**src/rtl/fpu_rr_scheduler.sv**
```systemverilog
// Round-robin scheduler that shares one FPU adder among N_REQ requesters.
// Each transaction: grant in IDLE, pulse start in ISSUE, wait for done/timeout, hold result in RESPOND.
module fpu_rr_scheduler #(
  parameter int N_REQ   = 4,
  parameter int TIMEOUT = 64,
  parameter int CW      = 7
) (
  input  logic                  clock_100Khz,
  input  logic                  reset,
  input  logic [N_REQ-1:0]      req_valid,
  input  logic [32*N_REQ-1:0]   req_op_a,
  input  logic [32*N_REQ-1:0]   req_op_b,
  output logic [N_REQ-1:0]      req_ready,
  output logic [N_REQ-1:0]      rsp_valid,
  input  logic [N_REQ-1:0]      rsp_ready,
  output logic [31:0]           rsp_data,
  output logic [3:0]            rsp_status,
  output logic                  rsp_timeout,
  output logic [31:0]           fpu_op_a,
  output logic [31:0]           fpu_op_b,
  output logic                  fpu_start,
  input  logic                  fpu_done,
  input  logic [31:0]           fpu_data,
  input  logic [3:0]            fpu_status,
  output logic                  busy
);

  localparam int PW = (N_REQ > 1) ? $clog2(N_REQ) : 1;

  localparam logic [1:0] S_IDLE    = 2'd0;
  localparam logic [1:0] S_ISSUE   = 2'd1;
  localparam logic [1:0] S_WAIT    = 2'd2;
  localparam logic [1:0] S_RESPOND = 2'd3;

  localparam logic [3:0] ST_EXACT   = 4'd2;
  localparam logic [3:0] ST_INEXACT = 4'd3;

  logic [1:0]       state;
  logic [PW-1:0]    rr_ptr;
  logic [PW-1:0]    owner;
  logic [CW-1:0]    wait_cnt;
  logic             win_found;
  logic [PW-1:0]    win_idx;
  logic [N_REQ-1:0] grant_oh;

  function automatic logic [PW-1:0] wrap_inc(input logic [PW-1:0] p);
    if (int'(p) == N_REQ - 1) return '0;
    else return p + 1'b1;
  endfunction

  // Scan from rr_ptr upward with wraparound; the first valid requester wins.
  always_comb begin
    win_found = 1'b0;
    win_idx   = '0;
    for (int k = 0; k < N_REQ; k++) begin
      if (!win_found && req_valid[(int'(rr_ptr) + k) % N_REQ]) begin
        win_found = 1'b1;
        win_idx   = PW'((int'(rr_ptr) + k) % N_REQ);
      end
    end
  end

  assign grant_oh  = N_REQ'(1) << win_idx;
  assign req_ready = (state == S_IDLE && win_found && !reset) ? grant_oh : '0;
  assign fpu_start = (state == S_ISSUE);
  assign busy      = (state != S_IDLE);

  always_ff @(posedge clock_100Khz) begin
    if (reset) begin
      state       <= S_IDLE;
      rr_ptr      <= '0;
      owner       <= '0;
      wait_cnt    <= '0;
      fpu_op_a    <= '0;
      fpu_op_b    <= '0;
      rsp_valid   <= '0;
      rsp_data    <= '0;
      rsp_status  <= ST_EXACT;
      rsp_timeout <= 1'b0;
    end else begin
      case (state)
        S_IDLE: begin
          if (win_found) begin
            owner    <= win_idx;
            fpu_op_a <= req_op_a[32*win_idx +: 32];
            fpu_op_b <= req_op_b[32*win_idx +: 32];
            state    <= S_ISSUE;
          end
        end
        S_ISSUE: begin
          wait_cnt <= '0;
          state    <= S_WAIT;
        end
        S_WAIT: begin
          wait_cnt <= wait_cnt + 1'b1;
          // A done pulse coinciding with the last timeout cycle still delivers real data.
          if (fpu_done) begin
            rsp_data    <= fpu_data;
            rsp_status  <= fpu_status;
            rsp_timeout <= 1'b0;
            rsp_valid   <= N_REQ'(1) << owner;
            state       <= S_RESPOND;
          end else if (wait_cnt == CW'(TIMEOUT - 1)) begin
            rsp_data    <= '0;
            rsp_status  <= ST_INEXACT;
            rsp_timeout <= 1'b1;
            rsp_valid   <= N_REQ'(1) << owner;
            state       <= S_RESPOND;
          end
        end
        S_RESPOND: begin
          if (rsp_ready[owner]) begin
            rsp_valid <= '0;
            rr_ptr    <= wrap_inc(owner);
            state     <= S_IDLE;
          end
        end
        default: state <= S_IDLE;
      endcase
    end
  end

endmodule

```
**config.mk**
```make
export PLATFORM = sky130hd
export DESIGN_NAME = fpu_rr_scheduler
export DESIGN_NICKNAME = d
export VERILOG_FILES = /design/src/rtl/fpu_rr_scheduler.sv
export SDC_FILE = /design/constraint.sdc
export NUM_CORES = 1
export LEC_CHECK = 0
export CORE_AREA = 10 10 151 153
export CTS_CLUSTER_DIAMETER = 30
export CTS_CLUSTER_SIZE = 25
export DETAILED_ROUTE_END_ITERATION = 8
export DIE_AREA = 0 0 161 163
export PLACE_DENSITY = 0.87
export SYNTH_ARGS = -nofsm -noshare
export SYNTH_HDL_FRONTEND = slang
export SYNTH_SLANG_ARGS = --single-unit
```
**constraint.sdc**
```tcl
create_clock -name clock_100Khz -period 3.8 [get_ports clock_100Khz]
set_input_delay 0.76 -clock clock_100Khz [delete_from_list [all_inputs] [get_ports clock_100Khz]]
set_output_delay 0.76 -clock clock_100Khz [all_outputs]
set_load 0.01 [all_outputs]
```
; ---- Word-level counts from Yosys, hierarchy flattened
; Index checks and enable logic that the tools add are counted.
[word_totals]
latchBits = 0
in_bits = 303
mem_count = 0
rom_bits = 0
ramBits = 0
ff_bits = 118
word_cells = 96
[classes]
bitwise = 3
magnitude_cmp = 5
multipliers = 0
n_eq_ne = 8
add_sub_neg = 5
reduce_logical = 22
div = 0
shift = 4
mux = 39
[op_table]
columns = cell, count
row1 = $shiftx A128 B8 Y32, 2
row2 = $mux W32, 2
row3 = $mux W4, 6
row4 = $mux W2, 9
row5 = $mux W1, 14
row6 = $pmux W7 S2, 1
row7 = $lt A3 B4 Y1 const B, 3
row8 = $bmux W1 S2, 5
row9 = $pmux W2 S4, 1
row10 = $pmux W4 S2, 1
row11 = $reduce_bool A2 Y1, 4
row12 = $shl A1 B2 Y4 const A, 2
row13 = $add A7 B1 Y7 const B, 1
row14 = $eq A7 B6 Y1 const B, 1
row15 = $lt A2 B3 Y1 const B, 2
row16 = $reduce_and A2 Y1, 3
row17 = $reduce_and A3 Y1, 2
row18 = $reduce_or A2 Y1, 3
row19 = $logic_and A1 B1 Y1, 5
row20 = $add A2 B1 Y2 const B, 2
row21 = $add A2 B2 Y2 const B, 2
row22 = $eq A2 B1 Y1 const B, 2
row23 = $eq A2 B2 Y1 const B, 2
row24 = $logic_not A1 Y1, 4
row25 = 4 further kinds, 7

; ---- Depth between registers and ports, before layout
; Gate-level depths: netlist of the first run.
[logic_depth]
word_depth = 17
depth_mapped = 8

; ---- Least setup slack after synthesis of the first run
; Ideal clock, no wire load.
[synth_timing]
path_kind = input port to output port
from = in req_valid[0]
to = out req_ready[2]
n_path_buf = 2
t_required_ns = 3.040
stages = 6
arrival_ns = 1.960
path_slack_ns = 1.080
cell_sequence = buf_4 > nor2b_4 > o221ai_1 > and3_1 > clkbuf_1 > nor3b_1
[synth_via]
elab_chain_len = 15
word_cells_on_any_way = 29
[synth_lines]
columns = item, line_no
row1 = from (decl), 10  ; input logic [N_REQ-1:0] req_valid,
row2 = $bmux W1 S2, 56  ; if (!win_found && req_valid[(int'(rr_ptr) + k) % N_REQ]) begin
row3 = $mux W1 (implied by the code), 56
row4 = $mux W1, 56
row5 = $logic_not A1 Y1, 56
row6 = $logic_and A1 B1 Y1, 56
row7 = $mux W1, 56
row8 = $logic_not A1 Y1, 56
row9 = $logic_and A1 B1 Y1, 56
row10 = $mux W1, 56
row11 = $logic_not A1 Y1, 56
row12 = $logic_and A1 B1 Y1, 56
row13 = $mux W1, 56
row14 = $logic_and A1 B1 Y1 (2 in a row), 64  ; assign req_ready = (state == S_IDLE && win_found && !reset) ? grant_oh : '0;
row15 = $mux W4 *, 64
row16 = to (decl), 13  ; output logic [N_REQ-1:0] req_ready,
; Every way passes the cells marked *; elsewhere a longest branch is shown, timed or not. The select of a mux whose other input is x is not followed.

; ---- Worst setup path after layout of the first run
[layout_timing]
from = in req_valid[0]
to = out req_ready[0]
; Same word-level chain as after synthesis.

==> out/qor.yml, run 1 <==
synth:
  synth-adder-area-share: 0.01880
  syn-num-nets: 1059
  ys_seq_elements: 118
  postSynth.asyncResetShare: 0
  synth_compound_area_frac: 0.3939
  synthSimpleGateAreaFrac: 0.1401
  syn-cell-area_mm2: 0.006655
  synthXorXnorAreaFrac: 0.005264
  syn_area_per_cell_um2: 8.921
  syn_inst: 746
  synthMuxAreaShare: 0.006392
  synth_area_leaders: "dfxtp_1 35%, a211oi_2 9.4%, a221oi_1 8.4%"
  synth_top_family_by_area: "compound AO/OA/AOI/OAI gates"
  synth_top_area_frac: 0.3550
  ys_warn_count: 0
  synth_top_area_cell: "dfxtp_1"
  synth_cell_types: 47
  yosysSeqAreaShare: 0.3550
  synth_edf_count: 0
  synth_ff_type: "dfxtp_1"
cts:
  clock_latency_ns: 0.41
  cts.sinks: 118
  root_buffer: "clkbuf_16"
  cts_hold_buf: 0
  htreeDepth: 4
  clock_path_buffers: 2
  clkTransAtPathRegs_ns: 0.06
  cts_setup_buffers: 0
  cts_made_buffers: 17
  cts.repair.resized: 0
  cts_tree: "yes"
sta:
  tightestPinTransition_ns: 1.018
  finalHoldViolCount: 0
  rsz0062_at_grt: "no"
  fmax_mhz: 276.3
  setup_tns_ns: 0
  holdWs_ns: 0.4704
  period_share: 0.9526
  max-slew-margin-rel: 0.3188
  skew_ns: 0.008435
  min_period_ns: 3.620
  drv_slew: 0
  finalSetupViolCount: 0
power_and_ir_drop:
  p_int_mw: 4.175
  leakagePower_nw: 4.169
  pwr_density_cell_mw_per_mm2: 570.4
  swShare: 0.3631
  switchingPower_mw: 2.380
  peakVddDrop_v: 0.0003389
  pwr-share-clk: 0.269
  p_comb_frac: 0.455
  pwr-share-seq: 0.275
worst_setup_path:
  critPathMaxStageDelay_ns: 0.72
  required_ns: 3.04
  path_max_fanout: 10
  path_cells: "clkdlybuf4s50_1 -> nand2_1 -> or3_4 -> a211oi_1 -> clkdlybuf4s50_1"
  timing_worst_setup_path_type: "in -> out"
  timing.critical_path.mode_cell: "clkdlybuf4s50_1"
  cp.arrival_ns: 2.86
  end_kind: "primary output"
  crit_path_top_delay_cell: "clkdlybuf4s50_1"
  cp-start-kind: "input port"
run:
  drv_cap: 0
placed_design:
  post-place-cells: 1366
  place_congestion: 0.8971
  port_buffers: 413
  hpwl_um: 24600
grt:
  gr-total-overflow: 0
  antenna_found_initial: 2
  grtUsageTotal: 0.2385
  grt_pass1_wl_um: 48930
  grt_pass1_vias: 8102
  grt_max_degree: 66
floorplan:
  pin_count: 414
  num_rows: 52
  die_y_um: 163
  die_area_mm2: 0.02624
  die_w_um: 161
  start_util: 0.3343
  coreArea_mm2: 0.01991
finish:
  nets: 1428
  final_cells: 1400
  drive_gt1_frac: 0.1046
  syn2layout_area_growth_pct: 72.70
drt:
  drt_first_pass_iters: 5
  routed_wl_um: 33240
  antenna_left: 0
  vias_per_cell: 5.644
  drt_iter0_drc: 657
  num_vias: 7902
  wire_per_inst_um: 23.75
  drc: 0
worst_hold_path:
  hold_class: "reg -> reg"
status:
  outcome: "completed"
-- power groups by stage --
stage	logic [mW]	clock network (mW)	registers, mW
CTS	3.00	1.79	1.80
global placement	2.92	0	1.81
floorplan	1.37	0	1.96
detailed placement	2.98	0	1.82
finish	2.98	1.77	1.81
global route	3.19	1.84	1.84
-- routing by layer --
layer  vias to the layer above  track usage  wire length, µm
met2                       472       0.4158            16430
met4                         0      0.09553             1058
li1                       3588            -                -
met5                         -            0                0
met3                        62      0.09757             3521
met1                      3780       0.2515            12230
-- final cells by class --
class                      count  area (µm²)
tap                          270       337.8
sequential                   118        2362
fill                        1750        8416
inverter                      10       37.54
clock buffer                  18       439.2
antenna                        2       5.005
timing repair buffer         433        4319
clock inverter                14       198.9
multi-input combinational    535        3794
-- cells by family after synthesis --
| logic type | Yosys count |
|---|---|
| AO/OA/AOI/OAI | 325 |
| multiplexers | 3 |
| adder cells (fa/ha/maj) | 10 |
| XOR/XNOR | 4 |
| flip-flops | 118 |
| buffers and inverters | 93 |
| AND/OR/NAND/NOR | 193 |
-- critical path, delay by kind of cell --
kind            cells  cell delay, ns
compound gates      1            0.26
simple gates        2            0.53
buf+inv             2            1.32
-- stage by stage --
stage	setup WS, ns	power (mW)	area [µm²]	util
detailed placement	0.1927	4.801	10850	0.5450
global placement	0.3014	4.723	10850	0.5450
finish	0.1803	6.556	11490	0.5773
CTS	0.1941	6.590	11490	0.5770
floorplan	1.080	3.328	6655	-
global route	0.1072	6.879	11490	0.5772
-- Yosys cell counts (2+ instances only) --
cell,n
a221oi_1,64
a211oi_2,50
or3_1,3
xnor2_1,2
nand2_1,12
nand4_1,3
nand3_1,65
a21oi_1,14
xor2_1,2
buf_6,14
a21o_1,65
dfxtp_1,118
nand2b_1,6
nor3b_1,3
mux2i_1,2
buf_2,21
buf_4,15
o21ai_1,31
nand3b_1,4
inv_1,10
ha_1,10
nor3_1,6
clkbuf_1,32
a211oi_1,18
a211o_1,3
o21ai_0,38
o21a_1,2
nor2_1,81
a22o_1,34
-- registers in the layout, summed over array words and instances, names as in the netlist --
signal       cells
rsp_valid        4
rsp_status       4
rsp_data        32
rsp_timeout      1
wait_cnt         7
fpu_op_b        32
owner            2
fpu_op_a        32
rr_ptr           2
state            2
-- placed cells by master, fill, tap and decap left out, types with 17 or more instances in the layout --
master           instances
clkbuf_16               17
a22o_1                  34
o21ai_1                 31
buf_4                   18
a211oi_2                49
nand3_1                 65
o21ai_0                 38
dfxtp_1                118
a211oi_1                18
nor2_1                  78
a21o_1                  65
clkdlybuf4s50_1        412
a221oi_1                64
-- final timing paths --
path	from	to	slack [ns]	cells past startpoint
worst max-delay path	req_valid[0]	req_ready[0]	0.18	5
worst min-delay path	rsp_valid[2]	rsp_valid[2]	0.47	2
worst max register to register	rr_ptr[1]	fpu_op_a[6]	1.35	6
worst min register to register	rsp_valid[2]	rsp_valid[2]	0.47	2
Power figures use the tool's default switching activity.
==> run 2, diff against run 1 <==
--- a/config.mk
+++ b/config.mk
@@ -11,6 +11,7 @@
 export DETAILED_ROUTE_END_ITERATION = 8
 export DIE_AREA = 0 0 161 163
 export PLACE_DENSITY = 0.87
+export REMOVE_ABC_BUFFERS = 1
 export SYNTH_ARGS = -nofsm -noshare
 export SYNTH_HDL_FRONTEND = slang
 export SYNTH_SLANG_ARGS = --single-unit
==> run 2 against run 1 <==
- non-clock buffer count unchanged
- combinational power decreased by 2%
- via count fell by 2.2%
- cell count up 0.36%
- first-iteration DRC count fell by 12%
- sequential cell count stayed put
- core utilization shrank 0.14 points
- sequential share of layout area is 0.052 points higher
- critical path depth up 1
- worst hold slack improved by 0.0018 ns
- critical path type unchanged
==> out/qor.yml, run 2 (synthesis gave the netlist of run 1 again) <==
status:
  outcome: "completed"  # unchanged
placed_design:
  port_buffers: 413  # unchanged
  hpwl_um: 23870  # was 24,600 µm
  dp_slack_ns: 0.1989  # was 0.1927 ns
  place_congestion: 0.8836  # was 0.8971
  post-place-cells: 1366  # unchanged
drt:
  drc: 0  # unchanged
  vias_per_cell: 5.502  # was 5.644
  wire_per_inst_um: 22.75  # was 23.75 µm
  antenna_left: 0  # unchanged
  drt_iter0_drc: 577  # was 657
  routed_wl_um: 31970  # was 33,240 µm
  drt_first_pass_iters: 6  # was 5
  num_vias: 7731  # was 7,902
finish:
  final_cells: 1405  # was 1,400
  final_cell_mix: "412 x clkdlybuf4s50_1, 118 x dfxtp_1, 78 x nor2_1"  # unchanged
  fill_cells: 1781  # was 1,750
  multi_input_area_mm2: 0.003789  # was 0.003794 mm²
  reg.largest.list: "fpu_op_a: 32 flops, fpu_op_b: 32 flops, rsp_data: 32 flops"  # unchanged
  nets: 1428  # unchanged
  regArea_mm2: 0.002362  # unchanged
  layout_commonest_cell: "clkdlybuf4s50_1"  # unchanged
  drive_gt1_frac: 0.1046  # unchanged
  syn2layout_area_growth_pct: 72.27  # was 72.70%
grt:
  grt_pass1_vias: 7871  # was 8,102
  grtUsageTotal: 0.2273  # was 0.2385
  gr-total-overflow: 0  # unchanged
  antenna_found_initial: 7  # was 2
  grt_max_degree: 58  # was 66
  grt_pass1_wl_um: 46930  # was 48,930 µm
worst_setup_path:
  cp-endpoint: "req_ready[2]"  # was req_ready[0]
  reg2reg_depth: 6  # unchanged
  reg2reg_slack_ns: 1.16  # was 1.35 ns
  r2r-end: "fpu_op_b[19]"  # was fpu_op_a[6]
  cp-start-kind: "input port"  # unchanged
  required_ns: 3.04  # about the same
  end_kind: "primary output"  # unchanged
  path_max_fanout: 13  # was 10
  crit_start: "req_valid[0]"  # unchanged
  timing_worst_setup_path_type: "in -> out"  # unchanged
  cp.arrival_ns: 2.89  # was 2.86 ns
  regToRegStartpoint: "rr_ptr[1]"  # unchanged
power_and_ir_drop:
  swShare: 0.3676  # was 0.3631
  pwr_density_cell_mw_per_mm2: 556.0  # was 570.4 mW/mm²
  peakVddDrop_v: 0.0003140  # was 0.0003389 V
  p_comb_frac: 0.459  # was 0.455
  switchingPower_mw: 2.343  # was 2.380 mW
  leakagePower_nw: 4.158  # was 4.169 nW
  pwr-share-clk: 0.257  # was 0.269
  pwr-share-seq: 0.284  # was 0.275
  p_int_mw: 4.031  # was 4.175 mW
cts:
  cts_tree: "yes"  # unchanged
  clkTransAtPathRegs_ns: 0.07  # was 0.06 ns
  cts.sinks: 118  # unchanged
  cts_made_buffers: 17  # unchanged
  cts.repair.resized: 0  # unchanged
  clock_latency_ns: 0.41  # about the same
  clock_path_buffers: 2  # unchanged
  htreeDepth: 4  # unchanged
  cts_hold_buf: 0  # unchanged
  root_buffer: "clkbuf_16"  # unchanged
  cts_setup_buffers: 0  # unchanged
floorplan:
  die_y_um: 163  # unchanged
  die_w_um: 161  # unchanged
  num_rows: 52  # unchanged
  coreArea_mm2: 0.01991  # unchanged
  die_area_mm2: 0.02624  # unchanged
  pin_count: 414  # unchanged
  start_util: 0.3343  # unchanged
sta:
  drv_slew: 0  # unchanged
  skew_ns: 0.01423  # was 0.008435 ns
  finalWorstSetupSlack_ns: 0.1491  # was 0.1803 ns
  setup_tns_ns: 0  # unchanged
  rsz0062_at_grt: "no"  # unchanged
  holdWs_ns: 0.4722  # was 0.4704 ns
  finalSetupViolCount: 0  # unchanged
  min_period_ns: 3.651  # was 3.620 ns
  tightestPinTransition_ns: 0.9007  # was 1.018 ns
  max-slew-margin-rel: 0.3973  # was 0.3188
  fmax_mhz: 273.9  # was 276.3 MHz
  finalHoldViolCount: 0  # unchanged
  period_share: 0.9608  # was 0.9526
worst_hold_path:
  hold_class: "reg -> reg"  # unchanged
run:
  drv_cap: 0  # unchanged
==> run 2: worst min-delay path by stage <==
stage	startpoint	to	slack, ns	depth (start not counted)
2_1_floorplan	wait_cnt[5]	wait_cnt[5]	0.46	2
3_5_place_dp	rsp_data[16]	rsp_data[16]	0.46	1
4_1_cts	rsp_valid[3]	rsp_valid[3]	0.47	2
3_3_place_gp	rsp_valid[1]	rsp_valid[1]	0.46	2
5_1_grt	rsp_valid[0]	rsp_valid[0]	0.50	2
6_report	rsp_valid[3]	rsp_valid[3]	0.47	2
==> run 2: per-stage QoR <==
stage | utilization | total power [mW] | area [µm²]
global route | 0.5757 | 6.725 | 11460
floorplan | - | 3.234 | 6156
global placement | 0.5454 | 4.706 | 10860
CTS | 0.5750 | 6.444 | 11450
finish | 0.5759 | 6.374 | 11460
detailed placement | 0.5454 | 4.777 | 10860
==> run 2: worst max-delay path: stages <==
cell	delay [ns]
clkdlybuf4s50_1	0.72
nor4_1	0.15
nand2b_2	0.21
buf_4	0.20
nor3b_1	0.24
clkdlybuf4s50_1	0.60
==> run 2: power by group through the flow <==
| stage | sequential (mW) | clock (mW) | combinational (mW) |
|---|---|---|---|
| CTS | 1.81 | 1.67 | 2.96 |
| floorplan | 1.96 | 0 | 1.28 |
| global route | 1.85 | 1.73 | 3.15 |
| finish | 1.81 | 1.64 | 2.93 |
| global placement | 1.81 | 0 | 2.89 |
| detailed placement | 1.82 | 0 | 2.95 |
==> run 2: per-layer routing <==
| layer | GRT usage | routed length [µm] | vias to the layer above |
|---|---|---|---|
| met3 | 0.08241 | 2960 | 71 |
| met2 | 0.3697 | 15340 | 413 |
| met1 | 0.2602 | 12520 | 3653 |
| met5 | 0 | 0 | - |
| met4 | 0.1108 | 1146 | 0 |
| li1 | - | - | 3594 |
==> run 2: final cells by class <==
cell class | instances | share of cell area
clock buffer | 17 | 0.03711
inverter | 10 | 0.003274
sequential | 118 | 0.2060
antenna | 7 | 0.001528
clock inverter | 15 | 0.01430
multi-input combinational | 535 | 0.3305
timing repair buffer | 433 | 0.3778
tap | 270 | 0.02947
